**config.mk**
```make
export PLATFORM = sky130hd
export DESIGN_NAME = async_read_pointer_flat
export DESIGN_NICKNAME = d
export VERILOG_FILES = /design/src/rtl/async_read_pointer_if.sv /design/src/rtl/async_read_pointer.sv /design/src/flat_wrapper.sv
export SDC_FILE = /design/constraint.sdc
export NUM_CORES = 1
export LEC_CHECK = 0
export CAP_MARGIN = 10
export CORE_UTILIZATION = 54
export CTS_CLUSTER_DIAMETER = 200
export DETAILED_ROUTE_END_ITERATION = 12
export DONT_BUFFER_PORTS = 1
export GPL_TIMING_DRIVEN = 0
export PLACE_DENSITY = 0.72
export SYNTH_ARGS = -nofsm -noshare
export SYNTH_HDL_FRONTEND = slang
export SYNTH_SLANG_ARGS = --single-unit
```
**constraint.sdc**
```tcl
create_clock -name rd_clk -period 2.4 [get_ports rd_clk]
set_input_delay 0.48 -clock rd_clk [delete_from_list [all_inputs] [get_ports rd_clk]]
set_output_delay 0.48 -clock rd_clk [all_outputs]
set_load 0.02 [all_outputs]
```
**src/rtl/async_read_pointer_if.sv**
```systemverilog
// Read-side FIFO pointer bundle: the consumer request and write-domain gray pointer in,
// and the RAM address and read-domain status out.
interface async_read_pointer_if #(
    parameter int ADDR_WIDTH = 4
);
    logic                  read_en;
    logic [ADDR_WIDTH:0]   wr_gray_ptr;
    logic [ADDR_WIDTH-1:0] read_addr;
    logic [ADDR_WIDTH:0]   gray_read_ptr;
    logic                  empty;
    logic                  almost_empty;
    logic [ADDR_WIDTH:0]   rd_level;
    logic                  underflow;

    modport master (
        output read_en, wr_gray_ptr,
        input  read_addr, gray_read_ptr, empty, almost_empty, rd_level, underflow
    );

    modport slave (
        input  read_en, wr_gray_ptr,
        output read_addr, gray_read_ptr, empty, almost_empty, rd_level, underflow
    );
endinterface

```
**src/rtl/async_read_pointer.sv**
```systemverilog
// Read-side pointer/status controller of the dual-clock FIFO: owns the read pointers,
// synchronizes the write gray pointer into rd_clk and produces registered status flags.
module async_read_pointer #(
    parameter int DEPTH               = 16,
    parameter int ADDR_WIDTH          = 4,
    parameter int ALMOST_EMPTY_THRESH = 2
) (
    input  logic                 rd_clk,
    input  logic                 reset,
    async_read_pointer_if.slave  rd_if
);
    localparam int PTR_W = ADDR_WIDTH + 1;
    localparam logic [PTR_W-1:0] AE_THRESH = PTR_W'(ALMOST_EMPTY_THRESH);

    generate
        if (DEPTH != (1 << ADDR_WIDTH)) begin : g_bad_depth
            $error("async_read_pointer: DEPTH must equal 2**ADDR_WIDTH");
        end
    endgenerate

    logic [PTR_W-1:0] rbin_reg;
    logic [PTR_W-1:0] rgray_reg;
    logic [PTR_W-1:0] wq1_reg;
    logic [PTR_W-1:0] wq2_reg;
    logic [PTR_W-1:0] level_reg;
    logic             empty_reg;
    logic             almost_empty_reg;
    logic             underflow_reg;

    logic [PTR_W-1:0] rbin_next;
    logic [PTR_W-1:0] rgray_next;
    logic [PTR_W-1:0] level_next;
    logic [PTR_W-1:0] wbin_sync;
    logic             rd_fire;

    // Gray-to-binary: each binary bit is the XOR of all gray bits at or above it.
    generate
        for (genvar gi = 0; gi < PTR_W; gi++) begin : g_gray2bin
            assign wbin_sync[gi] = ^wq2_reg[PTR_W-1:gi];
        end
    endgenerate

    always_comb begin
        rd_fire    = rd_if.read_en & ~empty_reg;
        rbin_next  = rbin_reg + PTR_W'(rd_fire);
        rgray_next = (rbin_next >> 1) ^ rbin_next;
        level_next = wbin_sync - rbin_next;
    end

    always_ff @(posedge rd_clk or posedge reset) begin
        if (reset) begin
            rbin_reg         <= '0;
            rgray_reg        <= '0;
            wq1_reg          <= '0;
            wq2_reg          <= '0;
            level_reg        <= '0;
            empty_reg        <= 1'b1;
            almost_empty_reg <= 1'b1;
            underflow_reg    <= 1'b0;
        end else begin
            wq1_reg          <= rd_if.wr_gray_ptr;
            wq2_reg          <= wq1_reg;
            rbin_reg         <= rbin_next;
            rgray_reg        <= rgray_next;
            // Compare against the post-read pointer so the final read raises empty on its own edge.
            empty_reg        <= (rgray_next == wq2_reg);
            level_reg        <= level_next;
            almost_empty_reg <= (level_next <= AE_THRESH);
            underflow_reg    <= rd_if.read_en & empty_reg;
        end
    end

    assign rd_if.read_addr     = rbin_reg[ADDR_WIDTH-1:0];
    assign rd_if.gray_read_ptr = rgray_reg;
    assign rd_if.empty         = empty_reg;
    assign rd_if.almost_empty  = almost_empty_reg;
    assign rd_if.rd_level      = level_reg;
    assign rd_if.underflow     = underflow_reg;
endmodule

```
**src/flat_wrapper.sv**
```systemverilog
// flat-port wrapper written by rule: the top's interface ports become plain ports
module async_read_pointer_flat 
#(
    parameter int DEPTH               = 16,
    parameter int ADDR_WIDTH          = 4,
    parameter int ALMOST_EMPTY_THRESH = 2
)
  (rd_clk, reset, rd_if_read_en, rd_if_wr_gray_ptr, rd_if_read_addr, rd_if_gray_read_ptr, rd_if_empty, rd_if_almost_empty, rd_if_rd_level, rd_if_underflow);
  async_read_pointer_if #(.ADDR_WIDTH(ADDR_WIDTH)) rd_if_i ();
  input  logic rd_clk;
  input  logic reset;
  input wire logic [$bits(rd_if_i.read_en)-1:0] rd_if_read_en;
  input wire logic [$bits(rd_if_i.wr_gray_ptr)-1:0] rd_if_wr_gray_ptr;
  output wire logic [$bits(rd_if_i.read_addr)-1:0] rd_if_read_addr;
  output wire logic [$bits(rd_if_i.gray_read_ptr)-1:0] rd_if_gray_read_ptr;
  output wire logic [$bits(rd_if_i.empty)-1:0] rd_if_empty;
  output wire logic [$bits(rd_if_i.almost_empty)-1:0] rd_if_almost_empty;
  output wire logic [$bits(rd_if_i.rd_level)-1:0] rd_if_rd_level;
  output wire logic [$bits(rd_if_i.underflow)-1:0] rd_if_underflow;
  assign rd_if_i.read_en = rd_if_read_en;
  assign rd_if_i.wr_gray_ptr = rd_if_wr_gray_ptr;
  assign rd_if_read_addr = rd_if_i.read_addr;
  assign rd_if_gray_read_ptr = rd_if_i.gray_read_ptr;
  assign rd_if_empty = rd_if_i.empty;
  assign rd_if_almost_empty = rd_if_i.almost_empty;
  assign rd_if_rd_level = rd_if_i.rd_level;
  assign rd_if_underflow = rd_if_i.underflow;
  async_read_pointer #(.DEPTH(DEPTH), .ADDR_WIDTH(ADDR_WIDTH), .ALMOST_EMPTY_THRESH(ALMOST_EMPTY_THRESH)) u_core (.rd_clk(rd_clk), .reset(reset), .rd_if(rd_if_i));
endmodule
```
== After elaboration in Yosys (flattened, before gate mapping) ==
Cells that the tools add are included.
Word-level totals
  register bits after elaboration: 28
  input port bits: 8
  output and inout port bits: 17
  word-level logic and storage cells: 20
Operators by class
  add/sub/neg operators: 2
  order comparisons: 1
  equal/unequal tests: 1
  bitwise logic cells: 4
  reduce and logical (&&, ||, !) cells: 4
Operators by type and width (number)
  5-bit by 1-bit adder with 5-bit output: 1
  5-bit == test: 1
  5-bit by 2-bit less-or-equal comparator with 1-bit output, second input constant: 1
  5-bit parity: 1
  5-bit subtractor: 1
  4-bit by 5-bit bitwise XOR with 5-bit output: 1
  4-bit parity: 1
  3-bit parity: 1
  1-bit bitwise AND: 2
  2-bit parity: 1
  1-bit NOT: 1

== Depth between registers and ports, before layout ==
Gate-level depths: netlist of run 1.
  word-level depth: 5
  gate-level depth with buffers: 10

== Least setup slack after synthesis of run 1 ==
No wires, ideal clock.
  path type: register to register
  start: reg u_core.empty_reg (netlist: u_core.rd_if.empty)
  end: reg u_core.almost_empty_reg (netlist: u_core.rd_if.almost_empty)
  setup time: 81 ps
  data arrival time: 2317 ps
  setup slack: 2 ps
  stages on the path, launching flop included: 10
  buffers on the path: 0
  period minus slack after synthesis: 2398 ps
  path through: dfstp_2 > nor2b_1 > ha_1 > ha_1 > xnor2_1 > ha_1 > a21o_1 > xor2_1 > or3_1 > a32oi_1
On the way
  cells in the longest elaborated chain, start to end: 5
Ends and longest elaborated chain
  start, declared: RTL line async_read_pointer.sv:26  | logic empty_reg;
  start signal, assigned: RTL line async_read_pointer.sv:66  | empty_reg <= (rgray_next == wq2_reg);
  1-bit NOT: RTL line async_read_pointer.sv:44  | rd_fire = rd_if.read_en & ~empty_reg;
  1-bit bitwise AND: RTL line async_read_pointer.sv:44
  5-bit by 1-bit adder with 5-bit output: RTL line async_read_pointer.sv:45  | rbin_next = rbin_reg + PTR_W'(rd_fire);
  5-bit subtractor: RTL line async_read_pointer.sv:47  | level_next = wbin_sync - rbin_next;
  5-bit by 2-bit less-or-equal comparator with 1-bit output: RTL line async_read_pointer.sv:68  | almost_empty_reg <= (level_next <= AE_THRESH);
  end signal, assigned: RTL line async_read_pointer.sv:68
  end, declared: RTL line async_read_pointer.sv:27  | logic almost_empty_reg;
Every way passes these cells.

== Final worst setup path of run 1 ==
Same ends and word-level chain as after synthesis.

==> results.json, run 1 <==
{
  "area_growth_pct": 26.7,
  "syn_avg_cell_area_um2": 13.7,
  "critPathCaptureType": "flip-flop",
  "ir_worst_vdd_mv": 0.967,
  "critPathBufInv": 0,
  "synth_common_cells": "dfrtp_1 (25), xnor2_1 (10), xor2_1 (9)",
  "place.gp.congestion": 0.679,
  "critPathMaxFanout": 4,
  "grt_pass1_vias": 683,
  "ys.flop_type": "dfrtp_1",
  "clock-sinks": 27,
  "use_met1": 0.246,
  "cellPowerDensity_mw_per_mm2": 1670,
  "initial_utilization": 0.593,
  "wire_per_inst_um": 15.8,
  "grt_util_met2": 0.263,
  "vias_per_cell": 5.21,
  "synth_warnings": 0,
  "cp.arrival_ns": 2.65,
  "cts-root-buf": "clkbuf_4",
  "synth_area_leaders": "dfrtp_1 (52%), xnor2_1 (7.2%), xor2_1 (6.5%), ha_1 (6.2%), xnor2_4 (4.6%)",
  "worstPathCellList": "nor2b_1, ha_2, nand3_4, xor2_4, ha_4, a21o_1, xor2_1, or3_1, a32oi_1",
  "drtIter0Drc": 8,
  "synthDistinctLibCells": 29,
  "chipWidth_um": 49.3,
  "std_cell_rows": 16,
  "max_stage_delay_ns": 0.63,
  "max_slew_margin": 0.354,
  "synth_edf_count": 0,
  "crit_path_top_delay_cell": "dfstp_2",
  "num_io_pins": 25,
  "dpl.hpwl_um": 1170,
  "clock_path_buffers": 2,
  "dr.pass1.iters": 4,
  "synth_area_mm2": 0.00121,
  "syn_nets": 102,
  "antenna_found_initial": 0,
  "ys_async_sr_fraction": 1.00,
  "grt_max_degree": 28,
  "p_leak_nw": 0.664,
  "wirelength_um": 2130,
  "grt.busiest_layer": "met2",
  "globalRouteOverflowTotal": 0,
  "numCtsBuffers": 3,
  "clk_pin_slew_ns": 0.16,
  "setup_violations": 0,
  "yosysMostFrequentCell": "dfrtp_1",
  "postSynthCellCount": 88,
  "postRouteAntennaNets": 0,
  "drc_errors": 0,
  "diodes": 0,
  "grt_pass1_wl_um": 3120,
  "status": "finished clean",
  "fmax_mhz": 418,
  "finish.net_count": 123,
  "path_class": "flip-flop to flip-flop",
  "ys_seq_elements": 27,
  "setup_tns_ns": 0,
  "synth_top_area_frac": 0.517,
  "fp.dieH_um": 49.3,
  "final_area_mm2": 0.00153,
  "cts_tree": "yes",
  "timing.hold.ws_ns": 0.143,
  "rsz0062_at_grt": "yes",
  "start_kind": "flip-flop",
  "hp-class": "input pin to flip-flop",
  "grt_util_all_layers": 0.178,
  "portBuffers": 0,
  "clk_latency_ns": 0.34,
  "finalHoldViolCount": 0,
  "drive_gt1_frac": 0.417,
  "placed_area_mm2": 0.00124,
  "dieArea_mm2": 0.00243,
  "finClkSkew_ns": 0.0145,
  "maxCapViolCount": 0,
  "final.min_clock_period_ns": 2.39,
  "vias": 703,
  "ctsHoldBuffers": 0,
  "tightest_slew_ns": 0.968,
  "crit_required_ns": 2.66,
  "core_area_mm2": 0.00204,
  "crit_family": "flip-flops",
  "seq_area_frac_synth": 0.560,
  "grtUsageMet3": 0.0312,
  "period_share": 0.997,
  "htreeDepth": 1,
  "synth_area_leader_cell": "dfrtp_1",
  "drv_slew": 0
}
metal layers:
metal / up-vias / routed length (um)
li1: 326 / -
met1: 350 / 966
met2: 23 / 1040
met3: 4 / 77
met4: 0 / 45
met5: - / 0
cells by family after synthesis:
kind of cell,share of synthesized area
xor+xnor,0.210
fa+ha+maj,0.0714
mux,0.00827
buf+inv,0.0300
simple gates,0.0641
compound gates,0.0559
flops,0.560
power by group:
group / internal (mW) / switching [mW] / total, mW
sequential: 0.620 / 0.289 / 0.910
combinational: 0.764 / 0.678 / 1.44
clock: 0.0681 / 0.144 / 0.212
what timing repair did:
item | 4_1_cts | 5_1_grt
gates resized for setup | 16 | 7
setup buffers | 5 | 12
endpoints found under the setup margin | 4 | 2
pin swaps | 6 | 10
worst register-to-register path: cells and delay by family, from the launching register on:
family,cells,cell delay (ns)
xor+xnor,2,0.35
fa+ha+maj,2,0.44
simple gates,3,0.49
compound gates,2,0.39
flops,1,0.63
metrics by stage:
stage          total power, mW  std cells  setup WS (ns)   util
2_1_floorplan             1.71         88        0.00191      -
3_3_place_gp              1.85        115         -0.291  0.609
3_5_place_dp              1.88        115         -0.347  0.609
4_1_cts                   2.36        124        0.00433  0.693
5_1_grt                   2.77        135         -0.124  0.751
6_report                  2.56        135        0.00826  0.751
worst paths after layout:
| kind | cells after the start | startpoint | slack, ns | endpoint |
|---|---|---|---|---|
| max | 9 | u_core.rd_if.empty | 0.008 | u_core.rd_if.almost_empty |
| min | 0 | rd_if_wr_gray_ptr[3] | 0.14 | u_core.wq1_reg[3] |
| max reg2reg | 9 | u_core.rd_if.empty | 0.008 | u_core.rd_if.almost_empty |
| min reg2reg | 0 | u_core.wq1_reg[0] | 0.37 | u_core.wq2_reg[0] |
| max in group asynchronous | 1 | reset | 1.53 | u_core.wq2_reg[4] |
| min in group asynchronous | 1 | reset | 0.23 | u_core.wq1_reg[2] |
final cells by class:
class | instances | area (um2)
clock buffer | 3 | 22.5
clock inverter | 1 | 8.76
fill | 122 | 509
inverter | 8 | 32.5
multi-input combinational | 52 | 627
sequential | 27 | 681
tap | 27 | 33.8
timing repair buffer | 17 | 128
placed cells by master, fill, tap and decap left out, drive strengths merged, types with 2 or more instances in the layout:
master / count
dfrtp: 25
buf: 17
xnor2: 13
xor2: 10
inv: 9
ha: 6
nor3: 3
clkbuf: 3
nor2b: 2
nand4b: 2
dfstp: 2
a21o: 2
nand3: 2
Note: power is estimated with default switching activity, not from simulation.
==> run 2: changes to the inputs <==
- CORE_MARGIN: default -> 2
==> run 2 against run 1 <==
  * Setup slack better by 0.074 ns
  * Register-to-register slack improved by 0.07 ns
  * Via count decreased by 1.6%
  * Combinational power shrank 4%
  * Cell area is 2.7% lower
  * Largest cell class unchanged
==> results.json, run 2 (same netlist as run 1, synthesis figures left out) <==
{
  "ctsHoldBuffers": 0,
  "final.min_clock_period_ns": 2.32,
  "maxCapViolCount": 0,
  "grt_util_all_layers": 0.172,
  "fp.dieH_um": 51.3,
  "r2r.worst_path.cells": 9,
  "diodes": 0,
  "vias": 692,
  "dr.pass1.iters": 4,
  "period_share": 0.966,
  "clock-sinks": 27,
  "rsz0062_at_grt": "yes",
  "reg2reg_setup_slack_ns": 0.08,
  "chipWidth_um": 51.3,
  "htreeDepth": 1,
  "area_growth_pct": 23.3,
  "crit_path_top_delay_cell": "dfstp_2",
  "p_leak_nw": 0.640,
  "cts-root-buf": "clkbuf_4",
  "finalHoldViolCount": 0,
  "wire_per_inst_um": 15.9,
  "cts_tree": "yes",
  "drtIter0Drc": 2,
  "wirelength_um": 2120,
  "clock_path_buffers": 2,
  "worstSetupStartpoint": "u_core.rd_if.empty",
  "postRouteAntennaNets": 0,
  "critPathCaptureType": "flip-flop",
  "fillers": 151,
  "final_common_cell": "dfrtp_1",
  "max_slew_margin": 0.347,
  "path_common_cell": "ha_4",
  "final_cells": 133,
  "finish.net_count": 120,
  "hp-class": "input pin to flip-flop",
  "num_io_pins": 25,
  "place_inst": 116,
  "clk_latency_ns": 0.33,
  "status": "finished clean",
  "hold_start": "rd_if_wr_gray_ptr[0]",
  "critPathMaxFanout": 3,
  "numCtsBuffers": 3,
  "ir_worst_vdd_mv": 0.995,
  "antenna_found_initial": 0,
  "tightest_slew_ns": 0.978,
  "cp.arrival_ns": 2.57,
  "core_area_mm2": 0.00217,
  "whs_path_depth": 0,
  "fmax_mhz": 432,
  "final_area_mm2": 0.00149,
  "dpl.hpwl_um": 1240,
  "drv_slew": 0,
  "final-seq-area_um2": 678,
  "vias_per_cell": 5.20,
  "reg2reg_from": "u_core.rd_if.empty",
  "path_class": "flip-flop to flip-flop",
  "max_stage_delay_ns": 0.63,
  "place.gp.congestion": 0.685,
  "drc_errors": 0,
  "globalRouteOverflowTotal": 0,
  "worstPathCellList": "nor2b_2, ha_4, nand3_4, xor2_4, ha_4, a21o_1, xor2_1, or3_1, a32oi_1",
  "drive_gt1_frac": 0.381,
  "setup_violations": 0,
  "multiInputGateArea_um2": 611,
  "clk_pin_slew_ns": 0.15,
  "grt_pass1_vias": 669,
  "initial_utilization": 0.558,
  "start_kind": "flip-flop",
  "placed_area_mm2": 0.00124,
  "finClkSkew_ns": 0.0118,
  "crit_required_ns": 2.65,
  "dieArea_mm2": 0.00264,
  "grt_pass1_wl_um": 3180,
  "grt_max_degree": 28,
  "portBuffers": 0,
  "layout_common_cells": "dfrtp_1 (25), buf_4 (14), xnor2_1 (8), inv_1 (7), xor2_1 (7)",
  "std_cell_rows": 17,
  "cellPowerDensity_mw_per_mm2": 1670,
  "setup_tns_ns": 0
}
-- run 2: cell count changes in the layout (fill, tap and decap cells not counted), sizes merged --
cell and delta:
clkinvlp +1, buf -3, inv -1
-- run 2: worst max-delay path: cells and delay by family (launching register included) --
| kind | cells | cell delay, ns |
|---|---|---|
| flops | 1 | 0.63 |
| compound gates | 2 | 0.38 |
| xor+xnor | 2 | 0.34 |
| fa+ha+maj | 2 | 0.41 |
| simple gates | 3 | 0.48 |
-- run 2: through the flow --
step	worst slack [ns]	total power, mW	util	hold slack [ns]
2_1_floorplan	0.00191	1.71	-	0.331
3_3_place_gp	-0.262	1.85	0.574	0.331
3_5_place_dp	-0.282	1.88	0.574	0.335
4_1_cts	0.00305	2.26	0.634	0.148
5_1_grt	-0.0676	2.68	0.687	0.118
6_report	0.0826	2.50	0.687	0.153
-- run 2: report_power, final --
| part | internal (mW) | switching (mW) | total, mW |
|---|---|---|---|
| logic | 0.721 | 0.658 | 1.38 |
| clock network | 0.0638 | 0.136 | 0.200 |
| registers | 0.620 | 0.296 | 0.916 |
| total | 1.41 | 1.09 | 2.50 |
-- run 2: area by class of cell --
| cell class | instances | share of cell area |
|---|---|---|
| Clock buffer | 3 | 0.0151 |
| Multi-Input combinational cell | 52 | 0.409 |
| Sequential cell | 27 | 0.455 |
| Timing Repair Buffer | 14 | 0.0705 |
| Clock inverter | 1 | 0.00503 |
| Inverter | 8 | 0.0218 |
| Tap cell | 28 | 0.0235 |
-- run 2: metal layers --
| layer | vias up | GRT usage | routed length, um |
|---|---|---|---|
| met3 | 8 | 0.0351 | 88 |
| met5 | - | 0 | 0 |
| li1 | 323 | - | - |
| met1 | 341 | 0.220 | 875 |
| met2 | 20 | 0.275 | 1080 |
| met4 | 0 | 0.0921 | 72 |
-- run 2: final timing paths --
| check | end |
|---|---|
| hold / removal | u_core.wq1_reg[0] |
| min in group asynchronous | u_core.wq1_reg[4] |
| setup reg to reg | u_core.rd_if.almost_empty |
| hold reg to reg | u_core.wq2_reg[3] |
| setup / recovery | u_core.rd_if.almost_empty |
| max in group asynchronous | u_core.rbin_reg[0] |
-- run 2: timing repair --
item	in CTS	in global routing
setup buffers	5	9
setup endpoints to repair	3	1
pin swaps	5	9
gates resized for setup	10	9
